[src/rtl/dma_chan_sched.sv]
// Round-robin scheduler sharing one DMA transfer engine among 4 channels.
// A granted channel's descriptor is latched onto the engine address/control
// outputs, the engine is launched and supervised until end, error, abort or
// timeout, and a one-cycle done/err pulse is returned to the channel.
module dma_chan_sched #(
  parameter int ADDR_W  = 64,
  parameter int BLK_W   = 12,
  parameter int TIMEOUT = 1023
) (
  input  logic                clk_in_1,
  input  logic                reset_1,
  input  logic [3:0]          req,
  input  logic [4*ADDR_W-1:0] req_addr_i,
  input  logic [4*ADDR_W-1:0] req_addr_o,
  input  logic [4*BLK_W-1:0]  req_size,
  input  logic [7:0]          req_tran,
  input  logic                stop_req,
  input  logic                busy,
  input  logic                end_2,
  input  logic                error_1,
  output logic                enable_2,
  output logic                stop_2,
  output logic [1:0]          tran_2,
  output logic [BLK_W-1:0]    block_size,
  output logic [ADDR_W-1:0]   addr_RAM_i,
  output logic [ADDR_W-1:0]   addr_RAM_o,
  output logic [3:0]          ack,
  output logic [3:0]          done,
  output logic [3:0]          err,
  output logic [1:0]          cur_ch,
  output logic                sched_busy
);

  typedef enum logic [2:0] {
    S_IDLE, S_LAUNCH, S_RUN, S_ABORT, S_DONE, S_FAIL
  } state_t;

  state_t           state, state_nxt;
  logic [1:0]       rr_ptr;
  logic [15:0]      tmo_cnt;
  logic             gnt_vld;
  logic [1:0]       gnt_ch;
  logic [1:0]       scan_ch;
  logic [BLK_W-1:0] gnt_size;
  logic             grant;
  logic             tmo_hit;

  // Round-robin search: first requesting channel at or above the pointer, mod 4.
  always_comb begin
    gnt_vld = 1'b0;
    gnt_ch  = rr_ptr;
    scan_ch = rr_ptr;
    for (int i = 3; i >= 0; i--) begin
      scan_ch = rr_ptr + i[1:0];
      if (req[scan_ch]) begin
        gnt_vld = 1'b1;
        gnt_ch  = scan_ch;
      end
    end
  end

  assign gnt_size = req_size[gnt_ch*BLK_W +: BLK_W];
  assign grant    = (state == S_IDLE) && gnt_vld;
  assign tmo_hit  = (tmo_cnt == 16'(TIMEOUT));

  // Next-state logic; abort requests win over busy while launching.
  always_comb begin
    state_nxt = state;
    case (state)
      S_IDLE:   if (gnt_vld) state_nxt = (gnt_size == '0) ? S_DONE : S_LAUNCH;
      S_LAUNCH: if (stop_req || tmo_hit) state_nxt = S_ABORT;
                else if (busy)           state_nxt = S_RUN;
      S_RUN:    if (error_1)                  state_nxt = S_FAIL;
                else if (end_2)               state_nxt = S_DONE;
                else if (stop_req || tmo_hit) state_nxt = S_ABORT;
      S_ABORT:  if (!busy) state_nxt = S_FAIL;
      S_DONE:   state_nxt = S_IDLE;
      S_FAIL:   state_nxt = S_IDLE;
      default:  state_nxt = S_IDLE;
    endcase
  end

  assign enable_2   = (state == S_LAUNCH);
  assign stop_2     = (state == S_ABORT);
  assign sched_busy = (state != S_IDLE);

  // State register.
  always_ff @(posedge clk_in_1 or negedge reset_1) begin
    if (!reset_1) state <= S_IDLE;
    else          state <= state_nxt;
  end

  // Pointer, timeout counter, descriptor latch and registered channel pulses.
  always_ff @(posedge clk_in_1 or negedge reset_1) begin
    if (!reset_1) begin
      rr_ptr     <= '0;
      tmo_cnt    <= '0;
      tran_2     <= '0;
      block_size <= '0;
      addr_RAM_i <= '0;
      addr_RAM_o <= '0;
      cur_ch     <= '0;
      ack        <= '0;
      done       <= '0;
      err        <= '0;
    end else begin
      ack  <= grant ? (4'b0001 << gnt_ch) : 4'b0000;
      done <= (state == S_DONE) ? (4'b0001 << cur_ch) : 4'b0000;
      err  <= (state == S_FAIL) ? (4'b0001 << cur_ch) : 4'b0000;
      if (grant) begin
        rr_ptr     <= gnt_ch + 2'd1;
        tmo_cnt    <= '0;
        cur_ch     <= gnt_ch;
        tran_2     <= req_tran[gnt_ch*2 +: 2];
        block_size <= gnt_size;
        addr_RAM_i <= req_addr_i[gnt_ch*ADDR_W +: ADDR_W];
        addr_RAM_o <= req_addr_o[gnt_ch*ADDR_W +: ADDR_W];
      end else if ((state == S_LAUNCH || state == S_RUN) && !tmo_hit) begin
        tmo_cnt <= tmo_cnt + 16'd1;
      end
    end
  end

endmodule

[config.mk]
export PLATFORM = sky130hd
export DESIGN_NAME = dma_chan_sched
export DESIGN_NICKNAME = d
export VERILOG_FILES = /design/src/rtl/dma_chan_sched.sv
export SDC_FILE = /design/constraint.sdc
export NUM_CORES = 1
export LEC_CHECK = 0
export CAP_MARGIN = 25
export CORE_AREA = 2 2 288 290
export DETAILED_ROUTE_END_ITERATION = 6
export DIE_AREA = 0 0 290 292
export MAX_ROUTING_LAYER = met4
export PLACE_DENSITY_LB_ADDON = 0.15
export SETUP_SLACK_MARGIN = 0.02
export SLEW_MARGIN = 10
export SYNTH_ARGS = -nofsm -noshare
export SYNTH_HDL_FRONTEND = slang
export SYNTH_SLANG_ARGS = --single-unit
export TNS_END_PERCENT = 10
[constraint.sdc]
create_clock -name clk_in_1 -period 2.3 [get_ports clk_in_1]
set_input_delay 0.69 -clock clk_in_1 [delete_from_list [all_inputs] [get_ports clk_in_1]]
set_output_delay 0.69 -clock clk_in_1 [all_outputs]
set_load 0.03 [all_outputs]
## Word level (Yosys, flattened, before mapping)

Index checks and enable logic that the tools add are counted.

| operators by class | value |
|---|---|
| $add $sub $neg | 5 |
| $mul | 1 |
| $lt $le $gt $ge | 4 |
| equal/unequal tests | 10 |
| shift-type cells | 6 |
| mux-type cells | 30 |
| reduce and logical (&&, ||, !) cells | 10 |

Operators with widths:

| kind | count |
|---|---|
| $shiftx A256 B9 Y64 | 2 |
| $shiftx A48 B7 Y12 | 1 |
| $mux W16 | 2 |
| $mux W3 | 8 |
| $add A16 B1 Y16 const B | 1 |
| $eq A16 B10 Y1 const B | 1 |
| $logic_not A12 Y1 | 1 |
| $lt A2 B3 Y1 const B | 4 |
| $mux W4 | 3 |
| $pmux W3 S4 | 1 |
| $bmux W1 S2 | 4 |
| $mux W1 | 8 |
| $mux W2 | 4 |
| $shiftx A8 B4 Y2 | 1 |
| $shl A1 B2 Y4 const A | 2 |
| $eq A3 B2 Y1 const B | 2 |
| $eq A3 B3 Y1 const B | 2 |
| $add A2 B1 Y2 const B | 2 |
| $add A2 B2 Y2 const B | 2 |
| $mul A2 B2 Y4 const B | 1 |
| $ne A2 B2 Y1 const B | 2 |
| $ne A4 B4 Y1 const B | 1 |
| $reduce_and A4 Y1 | 1 |
| $eq A3 B1 Y1 const B | 1 |
| 7 further kinds | 9 |

| storage, ports and cells | value |
|---|---|
| register bits | 177 |
| word-level logic and storage cells | 77 |

## Longest topological paths before layout

Gate-level depths: netlist of the first run.

| depth | value |
|---|---|
| depth in word-level cells | 13 |
| mapped depth | 11 |
| mapped depth without buffers | 8 |

## Worst setup path before layout of the first run

OpenSTA, ideal clock, no wires.

| timing | value |
|---|---|
| kind | input-to-reg |
| start point | input port req[2] |
| end point | register rr_ptr[1] |
| library setup time | 132 ps |
| arrival | 2328 ps |
| required time | 2168 ps |
| path slack | -160 ps |
| stages on the path | 9 |
| buffers on the path | 3 |
| cell sequence | nor2b_1 nor4_2 nor2_2 buf_2 clkbuf_1 buf_2 ha_1 nand2_1 o21ai_0 |

| on the way | value |
|---|---|
| word-level cells in the longest chain between the ends | 7 |

Ends and longest elaborated chain:

| what | line | text |
|---|---|---|
| start, declared | 12 | `input logic [3:0] req,` |
| $bmux W1 S2 | 55 | `if (req[scan_ch]) begin` |
| $mux W1 (not written as such) | 55 |  |
| $mux W2 (3 in a row) | 55 |  |
| $mux W2 (*) | 55 |  |
| named net gnt_ch[1] | 42 | `logic [1:0] gnt_ch;` |
| $add A2 B1 Y2 (*) | 111 | `rr_ptr <= gnt_ch + 2'd1;` |
| end signal, assigned | 111 |  |
| end, declared | 39 | `logic [1:0] rr_ptr;` |

The timed path passes the listed nets; every way through them passes the cells marked *. The select of a mux whose other input is x is not followed.
A chain may end at the register's enable or synchronous reset.

## Worst setup path after layout of the first run

| timing | value |
|---|---|
| start point | input port req[0] |
| end point | register state[0] |

| on the way | value |
|---|---|
| word-level cells in the longest chain between the ends | 12 |

Ends and longest elaborated chain:

| what | line | text |
|---|---|---|
| $bmux W1 S2 | 55 |  |
| $mux W1 (not written as such) | 55 |  |
| $mux W2 (4 in a row) | 55 |  |
| $mul A2 B2 Y4 | 62 | `assign gnt_size = req_size[gnt_ch*BLK_W +: BLK_W];` |
| $shiftx A48 B7 Y12 | 62 |  |
| $logic_not A12 Y1 | 70 | `S_IDLE: if (gnt_vld) state_nxt = (gnt_size == '0) ? S_DONE : S_LAUNCH;` |
| $mux W3 (2 in a row) | 70 |  |
| $pmux W3 S4 | 69 | `case (state)` |
| end signal, assigned | 90 | `else state <= state_nxt;` |
| end, declared | 38 | `state_t state, state_nxt;` |

Several ways; a longest one is shown, not always the timed one. The select of a mux whose other input is x is not followed.

==> results of run 1 <==
==> cell type report <==
type	count	area, um2
Antenna cell	11	27.53
Inverter	5	31.28
Tap cell	1070	1339
Clock inverter	15	211.5
Fill cell	9002	59350
Timing Repair Buffer	910	9170
Multi-Input combinational cell	1413	6599
Sequential cell	177	4429
Clock buffer	17	425.4
==> how the worst max path moves through the flow <==
stage	from	end	cells past startpoint	slack, ps
3_5_place_dp	req[1]	state[0]	8	-820
4_1_cts	state[1]	enable_2	5	-120
5_1_grt	req[0]	state[0]	11	-110
6_report	req[0]	state[0]	11	-80
2_1_floorplan	req[2]	state[0]	7	-20
3_3_place_gp	req[2]	state[2]	9	-770
==> per-layer routing <==
| metal | track usage, % | vias up |
|---|---|---|
| li1 | - | 7285 |
| met1 | 18.41 | 7159 |
| met2 | 27.97 | 461 |
| met3 | 3.136 | 64 |
| met4 | 5.018 | 0 |
| met5 | - | - |
==> timing repair <==
item / CTS / global route
setup buffers: 6 / 16
gates resized for setup: 175 / 71
cloned: 1 / 6
setup endpoints to repair: 283 / 156
pin swaps: 15 / 16
==> layout by cell type, fill, tap and decap left out, types with 4 or more instances in the layout <==
master | synthesis | final
clkdlybuf4s50_1 | 0 | 577
nand4_1 | 5 | 5
nand3_2 | 0 | 12
and3_1 | 5 | 5
ha_1 | 5 | 5
nor2_1 | 26 | 23
and2_1 | 8 | 8
nand3_1 | 436 | 423
buf_4 | 21 | 120
nand2_1 | 819 | 816
buf_16 | 0 | 5
buf_6 | 1 | 14
o21ai_1 | 0 | 6
a21oi_1 | 11 | 8
clkinv_8 | 0 | 6
inv_8 | 0 | 4
a221oi_4 | 0 | 4
dlymetal6s2s_1 | 0 | 10
nand2b_1 | 5 | 4
o21ai_0 | 29 | 21
dlygate4sd2_1 | 0 | 140
xor2_1 | 10 | 10
buf_12 | 0 | 30
clkbuf_16 | 0 | 23
diode_2 | 0 | 11
dfrtp_1 | 177 | 177
==> worst max-delay path, delay by kind of cell <==
| kind | cells | cell delay, ps |
|---|---|---|
| buffers and inverters | 4 | 730 |
| AND/OR/NAND/NOR | 4 | 850 |
| AO/OA/AOI/OAI | 3 | 480 |
==> state kept, by name (all words and copies together), names as in the netlist <==
name	flops
tmo_cnt	16
addr_RAM_o	64
rr_ptr	2
addr_RAM_i	64
err	4
cur_ch	2
done	4
tran_2	2
block_size	12
ack	4
state	3
==> stage by stage <==
stage | setup slack (ps) | TNS [ps] | power (mW) | cells
floorplan | -24.87 | -29.02 | 15.42 | 1728
global placement | -773.1 | -100200 | 24.52 | 3550
detailed placement | -822.7 | -104490 | 24.56 | 3550
CTS | -120.4 | -248.4 | 27.37 | 3588
global route | -108.6 | -224.9 | 29.94 | 3618
finish | -84.97 | -161.6 | 27.68 | 3618
==> power groups by stage <==
stage / clock (mW) / sequential (mW) / combinational, mW
finish: 3.26 / 5.39 / 19.0
global route: 3.55 / 5.59 / 20.8
CTS: 3.45 / 5.42 / 18.5
global placement: 0 / 5.48 / 19.0
floorplan: 0 / 8.05 / 7.37
detailed placement: 0 / 5.49 / 19.1
==> kinds of logic (layout without fill, tap and decap cells) <==
| family | count (synthesis) | count (layout) | share of synthesized area [%] |
|---|---|---|---|
| adders and majority gates | 5 | 5 | 0.5502 |
| xor gates and xnor gates | 13 | 13 | 1.001 |
| DFF | 177 | 177 | 38.95 |
| AOI/OAI and AO/OA | 64 | 64 | 3.532 |
| and+or+nand+nor | 1329 | 1330 | 50.01 |
| other | 0 | 11 | 0 |
| buffers and inverters | 139 | 947 | 5.865 |
| muxes | 1 | 1 | 0.08803 |
==> results.sh, run 1 <==
export IMPL_powerDensity_nw_per_um2=1245
export IMPL_final_nets=3107
export IMPL_report_final_hold_viol_count=0
export IMPL_synth_area_um2=11370
export IMPL_design_area_um2=22230
export IMPL_path_class="input port to register"
export IMPL_p_sw_share_pct=51.02
export IMPL_crit_path_max_fanout=7
export IMPL_syn2layout_area_growth_pct=95.52
export IMPL_crit_chain="dlygate4sd2_1, nor3b_4, nor4_4, buf_4, buf_12, buf_4, o21ai_2, nand3_2, a22oi_2, and4_4, a21oi_1"
export IMPL_drive_above_1_share_pct=10.45
export IMPL_firstDrtPassIters=7
export IMPL_htree_levels=4
export IMPL_dr_wl_met3_um=3327
export IMPL_synth_flop_cell="dfrtp_1"
export IMPL_violations="negative setup slack"
export IMPL_finalCritPeriodShare_pct=103.7
export IMPL_period_needed_ps=2385
export IMPL_p_seq_share_pct=19.5
export IMPL_leakage_nw=10.26
export IMPL_drtIter0Drc=834
export IMPL_grt_pass1_wl_um=98820
export IMPL_cts_sinks=177
export IMPL_syn_num_nets=2311
export IMPL_peakVddDrop_v=0.0005697
export IMPL_fin_skew_ps=22.70
export IMPL_synthCells=1728
export IMPL_synth_most_common_cell="nand2_1"
export IMPL_whs_ps=179.8
export IMPL_synth_top_cells_by_area="dfrtp_1 39%, nand2_1 27%, nand3_1 19%"
export IMPL_portBuffers=736
export IMPL_outcome="finished with violations"
export IMPL_yosysSeqAreaShare_pct=38.95
export IMPL_vias=14969
export IMPL_cp_slowest_stage_delay_ps=370
export IMPL_synthArstFlopShare_pct=100.0
export IMPL_r2r_slack_ps=0
export IMPL_cts_tree="built"
export IMPL_worst_slack_ps=-84.97
export IMPL_clock_root_buffer="clkbuf_16"
export IMPL_fin_util_pct=27.25
export IMPL_ant_nets=0
export IMPL_met1_length_um=28080
export IMPL_p_sw_mw=14.12
export IMPL_met2_length_um=35940
export IMPL_rsz0062_at_grt="true"
export IMPL_vias_per_cell=4.137
export IMPL_synth_top_area_share_pct=38.95
export IMPL_dieHeight_um=292
export IMPL_grt_pass1_vias=15160
export IMPL_drt_wl_total_um=68690
export IMPL_slew_violations=0
export IMPL_yosys_register_bits=177
export IMPL_fmax_mhz=419.3
export IMPL_synthDistinctLibCells=47
export IMPL_p_comb_share_pct=68.8
export IMPL_critPathArrivalTime_ps=2750
export IMPL_worst_ep_required_time_ps=2660
export IMPL_setup_viol=2
export IMPL_cap_violations=0
export IMPL_gr_total_overflow=0
export IMPL_clkLatencyLatePin_ps=500
export IMPL_die_area_um2=84680
export IMPL_antenna_found_initial=12
export IMPL_track_usage_pct=16.00
export IMPL_clk_path_buf_depth=2
export IMPL_hold_buffers=0
export IMPL_gp_congestion=0.8898
export IMPL_path_common_cell="buf_4"
export IMPL_numCtsBuffers=17
export IMPL_avgSynthCellArea_um2=6.580
export IMPL_power_share_clock_pct=11.8
export IMPL_slew_headroom_pct=63.58
export IMPL_reg2reg_from="rr_ptr[1]"
export IMPL_startpoint_type="input port"
export IMPL_place_area_um2=21020
export IMPL_drc=0
export IMPL_synth_edf_count=0
export IMPL_post_dp_hpwl_um=53420
export IMPL_p_int_mw=13.56
export IMPL_start_util_pct=13.94
export IMPL_slowest_stage="nor3b_4"
export IMPL_grt_max_degree=65
export IMPL_synth_common_cells="819 x nand2_1, 436 x nand3_1, 177 x dfrtp_1"
export IMPL_core_area_um2=81580
export IMPL_cts_clk_slew_worst_paths_ps=80
export IMPL_ios=737
export IMPL_yosysTopAreaCell="dfrtp_1"
export IMPL_hold_class="input port to asynchronous set/reset pin"
export IMPL_reg2regPathDepth=7
export IMPL_die_w_um=290
export IMPL_row_count=105
export IMPL_wire_per_inst_um=18.99
export IMPL_r2r_end="state[0]"
export IMPL_ys_warn_count=0
export IMPL_tightest_slew_ps=546.3
export IMPL_end_kind="register"
export IMPL_top_layer="met4"
(Power assumes the default switching activity.)
==> inputs of run 2 (changes only) <==
ABC_CLOCK_PERIOD_IN_PS = 2300   (was default)
==> results of run 2 <==
The final DEF is identical to that of run 1; final timing and power are the same.
==> inputs of run 3 (changes only) <==
CTS_BUF_LIST = sky130_fd_sc_hd__clkbuf_4 sky130_fd_sc_hd__clkbuf_8   (was default)
SLEW_MARGIN = default   (was 10)
==> results.sh, run 3 (synthesized netlist as in run 1, its figures left out) <==
export IMPL_ant_nets=0
export IMPL_peakVddDrop_v=0.0003814
export IMPL_path_class="input port to register"
export IMPL_cp_slowest_stage_delay_ps=660
export IMPL_gp_congestion=0.8898
export IMPL_slowest_stage="or4_4"
export IMPL_p_comb_share_pct=70.0
export IMPL_clkLatencyLatePin_ps=570
export IMPL_final_nets=3096
export IMPL_clock_root_buffer="clkbuf_8"
export IMPL_tightest_slew_ps=546.4
export IMPL_core_area_um2=81580
export IMPL_die_w_um=290
export IMPL_drtIter0Drc=707
export IMPL_p_sw_mw=13.81
export IMPL_drive_above_1_share_pct=9.541
export IMPL_slew_headroom_pct=63.57
export IMPL_startpoint_type="input port"
export IMPL_syn2layout_area_growth_pct=90.60
export IMPL_grt_max_degree=65
export IMPL_critPathArrivalTime_ps=2790
export IMPL_slew_violations=0
export IMPL_ios=737
export IMPL_row_count=105
export IMPL_wire_per_inst_um=18.63
export IMPL_start_util_pct=13.94
export IMPL_final_common_cell="nand2_1"
export IMPL_top_regs="addr_RAM_i (64), addr_RAM_o (64), tmo_cnt (16)"
export IMPL_cap_violations=0
export IMPL_cts_sinks=177
export IMPL_crit_path_max_fanout=8
export IMPL_end_kind="register"
export IMPL_gr_total_overflow=0
export IMPL_power_share_clock_pct=9.6
export IMPL_antenna_found_initial=13
export IMPL_track_usage_pct=15.89
export IMPL_r2r_slack_ps=-30
export IMPL_firstDrtPassIters=5
export IMPL_drt_wl_total_um=67230
export IMPL_rsz0062_at_grt="true"
export IMPL_numCtsBuffers=17
export IMPL_die_area_um2=84680
export IMPL_setup_viol=2
export IMPL_hold_class="input port to asynchronous set/reset pin"
export IMPL_cts_tree="built"
export IMPL_report_final_hold_viol_count=0
export IMPL_outcome="finished with violations"
export IMPL_vias=14893
export IMPL_path_buf_inv=2
export IMPL_grt_pass1_vias=15127
export IMPL_powerDensity_nw_per_um2=1213
export IMPL_final_cell_mix="818 x nand2_1, 572 x clkdlybuf4s50_1, 429 x nand3_1"
export IMPL_reg2regPathDepth=7
export IMPL_fin_tns_setup_ps=-66.90
export IMPL_p_int_mw=12.48
export IMPL_cts_clk_slew_worst_paths_ps=120
export IMPL_hold_buffers=0
export IMPL_portBuffers=736
export IMPL_period_needed_ps=2353
export IMPL_leakage_nw=9.955
export IMPL_r2r_end="state[0]"
export IMPL_dieHeight_um=292
export IMPL_htree_levels=4
export IMPL_finalCritPeriodShare_pct=102.3
export IMPL_crit_chain="dlygate4sd2_1, nor3b_4, or4_4, buf_8, a221oi_4, o22ai_2, nor4bb_4, a21oi_1"
export IMPL_worst_slack_ps=-53.18
export IMPL_grt_pass1_wl_um=98280
export IMPL_fin_util_pct=26.57
export IMPL_reg2reg_from="rr_ptr[1]"
export IMPL_clk_path_buf_depth=2
export IMPL_fmax_mhz=425.0
export IMPL_post_dp_hpwl_um=53420
export IMPL_path_delay_family="simple AND/OR/NAND/NOR gates"
export IMPL_violations="negative setup slack"
export IMPL_fillCellCount=9066
export IMPL_fin_skew_ps=30.37
export IMPL_vias_per_cell=4.128
export IMPL_worst_ep_required_time_ps=2740
export IMPL_p_sw_share_pct=52.53
export IMPL_p_seq_share_pct=20.5
export IMPL_drc=0
run 3: timing repair:
action,CTS,global route
setup endpoints to repair,252,147
cloned,0,1
resized for setup,182,34
setup buffers,3,12
pin swaps,1,9
run 3: cell type report:
class                      instances  area (um2)  share of cell area (%)
timing repair buffer             900        8861                   40.88
multi-input combinational       1412        6538                   30.16
sequential                       177        4429                   20.44
tap                             1070        1339                   6.177
clock buffer                      17       234.0                   1.080
clock inverter                    15       211.5                  0.9756
inverter                           5       31.28                  0.1443
antenna                           12       30.03                  0.1386
run 3: worst max-delay path by stage:
| stage | start | to | slack, ps | depth (start not counted) |
|---|---|---|---|---|
| after detailed placement | req[1] | state[0] | -820 | 8 |
| after CTS | req[3] | state[0] | -150 | 11 |
| after floorplan | req[2] | state[0] | -20 | 7 |
| final | req[1] | state[0] | -50 | 8 |
| after global routing | rr_ptr[1] | state[0] | -140 | 7 |
| after global placement | req[2] | state[2] | -770 | 9 |
run 3: per-layer routing:
metal | global-route usage [%] | vias up | wire [um]
met5 | - | - | 0
met2 | 27.93 | 443 | 35130
li1 | - | 7246 | -
met1 | 18.15 | 7138 | 27330
met4 | 4.891 | 0 | 1425
met3 | 3.166 | 66 | 3347
run 3: metrics by stage:
stage | std cells | hold slack (ps) | instance area (um2) | power, mW | setup WS, ps
5_1_grt | 3608 | 63.02 | 21670 | 28.56 | -137.8
3_3_place_gp | 3550 | 458.5 | 21020 | 24.52 | -773.1
4_1_cts | 3584 | 26.39 | 21390 | 26.51 | -147.3
3_5_place_dp | 3550 | 459.7 | 21020 | 24.56 | -822.7
6_report | 3608 | 101.1 | 21670 | 26.30 | -53.18
2_1_floorplan | 1728 | 394.4 | 11430 | 15.42 | -24.87
run 3: power by group through the flow:
stage | combinational [mW] | sequential, mW | clock (mW)
finish | 18.4 | 5.38 | 2.51
global route | 20.2 | 5.59 | 2.81
CTS | 18.4 | 5.41 | 2.73
detailed placement | 19.1 | 5.49 | 0
global placement | 19.0 | 5.48 | 0
floorplan | 7.37 | 8.05 | 0
